### config.mk
export PLATFORM = sky130hd
export DESIGN_NAME = param_skew_feeder
export DESIGN_NICKNAME = d
export VERILOG_FILES = /design/src/rtl/param_skew_feeder.sv
export SDC_FILE = /design/constraint.sdc
export NUM_CORES = 1
export LEC_CHECK = 0
export ABC_AREA = 1
export ABC_CLOCK_PERIOD_IN_PS = 3500
export CORE_MARGIN = 5
export CORE_UTILIZATION = 40
export DETAILED_ROUTE_END_ITERATION = 16
export MAX_ROUTING_LAYER = met4
export PLACE_DENSITY = 0.69
export SLEW_MARGIN = 15
export SYNTH_ARGS = -nofsm -noshare
export SYNTH_HDL_FRONTEND = slang
export SYNTH_SLANG_ARGS = --single-unit
### constraint.sdc
create_clock -name clk -period 3.5 [get_ports clk]
set_clock_uncertainty 0.05 [all_clocks]
set_input_delay 0.7 -clock clk [delete_from_list [all_inputs] [get_ports clk]]
set_output_delay 0.7 -clock clk [all_outputs]
set_load 0.05 [all_outputs]
### src/rtl/param_skew_feeder.sv
// Systolic-array edge feeder: delays lane c of each accepted vector by c cycles
// (MODE=0, skew) or N-1-c cycles (MODE=1, deskew). Optional macro SKEW_BEAT_COUNT_EN adds a 16-bit accept counter.
module param_skew_feeder #(
    parameter int ARRAY_SIZE = 4,
    parameter int DATA_WIDTH = 8,
    parameter int MODE       = 0
) (
    input  logic                                        clk,
    input  logic                                        rst_n,
    input  logic                                        flush,
    input  logic                                        in_valid,
    input  logic                                        in_last,
    output logic                                        in_ready,
    input  logic signed [ARRAY_SIZE-1:0][DATA_WIDTH-1:0] in_data,
    output logic signed [ARRAY_SIZE-1:0][DATA_WIDTH-1:0] out_data,
    output logic        [ARRAY_SIZE-1:0]                 out_lane_valid,
`ifdef SKEW_BEAT_COUNT_EN
    output logic        [15:0]                           beat_count,
`endif
    output logic                                        dbg_state,
    output logic                                        done
);

    localparam int CNT_W = (ARRAY_SIZE > 2) ? $clog2(ARRAY_SIZE - 1) : 1;

    typedef enum logic {
        S_IDLE  = 1'b0,
        S_DRAIN = 1'b1
    } state_e;

    // Handshake: a vector is taken when in_valid && in_ready in a cycle without
    // flush; in_ready drops only while the last vector drains through the lanes.
    state_e             state_q;
    logic [CNT_W-1:0]   cnt_q;
    logic               done_q;
    logic               accept;

    assign in_ready  = (state_q == S_IDLE);
    // rst_n gates the zero-delay lane so outputs stay 0 while reset is held.
    assign accept    = in_valid && in_ready && !flush && rst_n;
    assign done      = done_q;
    assign dbg_state = state_q;

    always_ff @(posedge clk or negedge rst_n) begin
        if (!rst_n) begin
            state_q <= S_IDLE;
            cnt_q   <= '0;
            done_q  <= 1'b0;
        end else if (flush) begin
            state_q <= S_IDLE;
            cnt_q   <= '0;
            done_q  <= 1'b0;
        end else begin
            done_q <= 1'b0;
            case (state_q)
                S_IDLE: begin
                    if (accept && in_last) begin
                        if (ARRAY_SIZE == 1) begin
                            done_q <= 1'b1;
                        end else begin
                            state_q <= S_DRAIN;
                            cnt_q   <= CNT_W'(ARRAY_SIZE - 2);
                        end
                    end
                end
                S_DRAIN: begin
                    if (cnt_q == '0) begin
                        state_q <= S_IDLE;
                        done_q  <= 1'b1;
                    end else begin
                        cnt_q <= cnt_q - 1'b1;
                    end
                end
                default: state_q <= S_IDLE;
            endcase
        end
    end

    for (genvar c = 0; c < ARRAY_SIZE; c++) begin : g_lane
        localparam int D = (MODE == 0) ? c : ARRAY_SIZE - 1 - c;
        if (D == 0) begin : g_comb
            assign out_data[c]       = accept ? in_data[c] : '0;
            assign out_lane_valid[c] = accept;
        end else begin : g_pipe
            logic [DATA_WIDTH-1:0] data_q [D];
            logic [D-1:0]          vld_q;

            // Idle slots shift zeros, so out_data is 0 whenever the lane is invalid.
            always_ff @(posedge clk or negedge rst_n) begin
                if (!rst_n) begin
                    for (int k = 0; k < D; k++) data_q[k] <= '0;
                    vld_q <= '0;
                end else if (flush) begin
                    for (int k = 0; k < D; k++) data_q[k] <= '0;
                    vld_q <= '0;
                end else begin
                    data_q[0] <= accept ? in_data[c] : '0;
                    vld_q[0]  <= accept;
                    for (int k = 1; k < D; k++) begin
                        data_q[k] <= data_q[k-1];
                        vld_q[k]  <= vld_q[k-1];
                    end
                end
            end

            assign out_data[c]       = data_q[D-1];
            assign out_lane_valid[c] = vld_q[D-1];
        end
    end

`ifdef SKEW_BEAT_COUNT_EN
    logic [15:0] beat_q;

    always_ff @(posedge clk or negedge rst_n) begin
        if (!rst_n) begin
            beat_q <= '0;
        end else if (flush) begin
            beat_q <= '0;
        end else if (accept) begin
            beat_q <= beat_q + 16'd1;
        end
    end

    assign beat_count = beat_q;
`endif

endmodule

==> metrics.md <==
| Metric | Value |
|---|---|
| Htree depth | 2 |
| GPL Wtd Cong | slightly below 0.8 |
| Port-buffer cells | 75 |
| Post-Syn Area | 0.00215 sq mm |
| Combinational Power Share | around an eighth |
| Hold Violations, Final | 0 |
| Leak pwr | approximately 1.6 nW |
| Clock root buffer | clkbuf_8 |
| Number of remaining DRC errors | 0 |
| Status | completed |
| Max rail drop VDD | about 0.25 mV |
| R2r worst-path depth | 4 |
| Cts-stage hold buffer count | 0 |
| CP max stage cell | clkdlybuf4s50_1 |
| Std-Cell Rows | 26 |
| Distinct cells, synth | 15 |
| Gr ovfl total | 0 |
| Final WL | between 3 and 4 mm |
| Share of the yosys chip area belonging to registers | around 64% |
| Area growth syn-to-layout | 41.2% |
| #FFs+latches synth | between 50 and 60 |
| Pwr Density | between 400 and 500 mW/mm^2 |
| CP startpoint | flush |
| Avg WL per Cell | about 11 um |
| CTS Sinks | between 50 and 60 |
| Via Count | about 1400 |
| Initial Util | around two fifths |
| Max transition margin | a little under three fifths |
| Largest net degree at the start of global routing | between 50 and 60 |
| Switching Power | about 0.00029 W |
| Largest fanout on the critical path | 18 |
| NumNets Final | approximately 320 |
| Max Clock Freq | between 300 and 400 MHz |
| Sequential Power Share | 52.8% |
| Clk_lat worst skew | between 0.2 and 0.3 ns |
| Syn Inst Count | about 220 |
| Crit share post-route | 76.9% |
| Reg2reg end | dbg_state |
| Cell-internal power | roughly 0.00095 W |
| I/O pin cnt | 76 |
| Critical path arrival | 1.94 ns |
| Slew @ Worst Pin | 0.664 ns |
| Die area | roughly 0.0069 sq mm |
| Detailed router's first-iteration violation count | 42 |
| CTS tree | yes |
| Fillers | 436 |
| Final setup violation count | 0 |
| # diodes | 0 |
| Worst setup EP type | primary output |
| Die W | 83.2 um |
| CTS buffer count | 5 |
| Pre-CTS setup slack | ~0.79 ns |
| PostCTS Resize Cnt | 0 |
| Initial antenna violation count | 0 |
| Floorplan core area | between 0.005 and 0.006 sq mm |
| Mapped Avg Cell Area | 9.80 sq um |
| Share of cells above drive strength 1 | 11.7% |
| Setup_tns | 0 ns |
| Router iterations before antenna repair | 4 |
| RSZ-0062 raised after global routing | no |
| Overall die height | 83.2 um |
| Reg2Reg Setup Slack | around 2.2 ns |
| Vias per Instance | roughly 4.0 |
| HP Class | reg -> reg |
| Crit path kind | in -> out |
| Worst setup endpoint | out_data[0] |
| Clk slew on worst S/H paths | approximately 0.090 ns |
| Vias in the first global route | between 1000 and 1500 |
| Reg-to-Reg Start | dbg_state |
| Critical Path Source Type | input pin |
| Post-CTS setup buffers | 0 |
| CP Cell Sequence | clkdlybuf4s50_1 > nor2_2 > nand3_4 > nor2_1 > buf_12 |
| Power share of the clock group | ~35% |
| First-pass GRT wire length | roughly 6.3 mm |
| Final antenna-violating net count | 0 |
| CTS Buffer Depth | 2 |
| Final min period | approximately 2.7 ns |
| Syn nets | 257 |
| Setup ws final | between 0.8 and 0.9 ns |
| Number of max-cap violations | 0 |
| Overall global routing resource usage | a little under an eighth |
| Final HPWL DP | around 2.8 mm |
| Sw Ratio | a little under a quarter |
| CP required | approximately 2.8 ns |
| Final slew viol count | 0 |
| Synth warn | 0 |
| Crit-path max cell delay | between 0.4 and 0.5 ns |
-- metrics by stage --
stage	hold slack (ns)	cell area, sq um	utilization [%]	std cells	power, W
2_1_floorplan	0.354	2150	-	219	0.000744
6_report	0.412	3030	58.6	351	0.00124
5_1_grt	0.424	3030	58.6	351	0.00130
3_5_place_dp	0.394	2910	56.2	343	0.000828
3_3_place_gp	0.385	2910	56.2	343	0.000824
4_1_cts	0.415	3030	58.6	351	0.00126
-- worst min-delay path by stage --
stage / from / end / slack (ns) / cells after the start
3_3_place_gp: g_lane[2].g_pipe.data_q[10] / out_data[18] / 0.39 / 2
2_1_floorplan: rst_n / cnt_q[0] / 0.35 / 0
4_1_cts: g_lane[3].g_pipe.data_q[21] / g_lane[3].g_pipe.data_q[13] / 0.42 / 2
3_5_place_dp: g_lane[3].g_pipe.data_q[9] / out_data[25] / 0.39 / 2
6_report: g_lane[3].g_pipe.data_q[21] / g_lane[3].g_pipe.data_q[13] / 0.41 / 2
5_1_grt: g_lane[3].g_pipe.data_q[9] / out_data[25] / 0.42 / 2
-- per-layer routing --
layer,track usage [%],vias up,routed length [um]
met4,5.05,0,78
met1,12.5,635,1500
met5,-,-,0
met3,4.46,6,357
met2,19.1,55,1790
li1,-,700,-
-- Yosys cell counts --
library cell / instances / area, sq um
buf_2: 3 / 15.0
nor2_2: 11 / 68.8
ha_1: 1 / 12.5
nor2_1: 48 / 180
a21oi_1: 1 / 5.00
nand3_1: 2 / 10.0
o21bai_1: 1 / 7.51
buf_4: 18 / 135
buf_6: 3 / 33.8
nor3_1: 1 / 5.00
inv_1: 66 / 248
dfrtp_1: 55 / 1380
nand3_4: 1 / 17.5
o21ai_0: 1 / 5.00
nand2_1: 7 / 26.3
-- critical path: cells and delay by family --
kind	cells	cell delay, ns
buffers and inverters	2	0.60
and+or+nand+nor	3	0.63
-- power by group through the flow --
stage                     combinational [W]  sequential, W  clock, W
after detailed placement           0.000161       0.000667         0
after global placement             0.000158       0.000666         0
after global routing               0.000172       0.000656  0.000472
final                              0.000158       0.000654  0.000428
after CTS                          0.000161       0.000654  0.000447
after floorplan                   0.0000646       0.000679         0
-- kinds of logic after synthesis --
logic type	count (synthesis)	share of synthesized area, %
buffers and inverters	90	20.1
AOI/OAI and AO/OA	3	0.816
adders and majority gates	1	0.583
and+or+nand+nor	70	14.3
DFF	55	64.1
-- state kept, by name, indices dropped and copies added (netlist names) --
signal / cells
g_lane.g_pipe.vld_q: 3
g_lane.g_pipe.data_q: 32
out_data: 16
cnt_q: 2
dbg_state: 1
done: 1
-- area by class of cell --
cell class,count,area [sq um],area share (%)
sequential,55,1380,45.4
timing repair buffer,78,858,28.3
multi-input combinational,74,338,11.2
inverter,66,248,8.18
tap,70,87.6,2.89
clock buffer,6,82.6,2.73
clock inverter,2,38.8,1.28
-- cell usage in the layout, fill, tap and decap left out, drive strengths merged --
master         instances
dfrtp                 55
ha                     1
o21bai                 1
buf                   13
clkdlybuf4s50         65
o21ai                  1
clkbuf                 6
nor2                  59
inv                   67
nand3                  3
nor3                   1
bufinv                 1
a21oi                  1
nand2                  7
No activity file was read; power rests on OpenSTA's default activity.
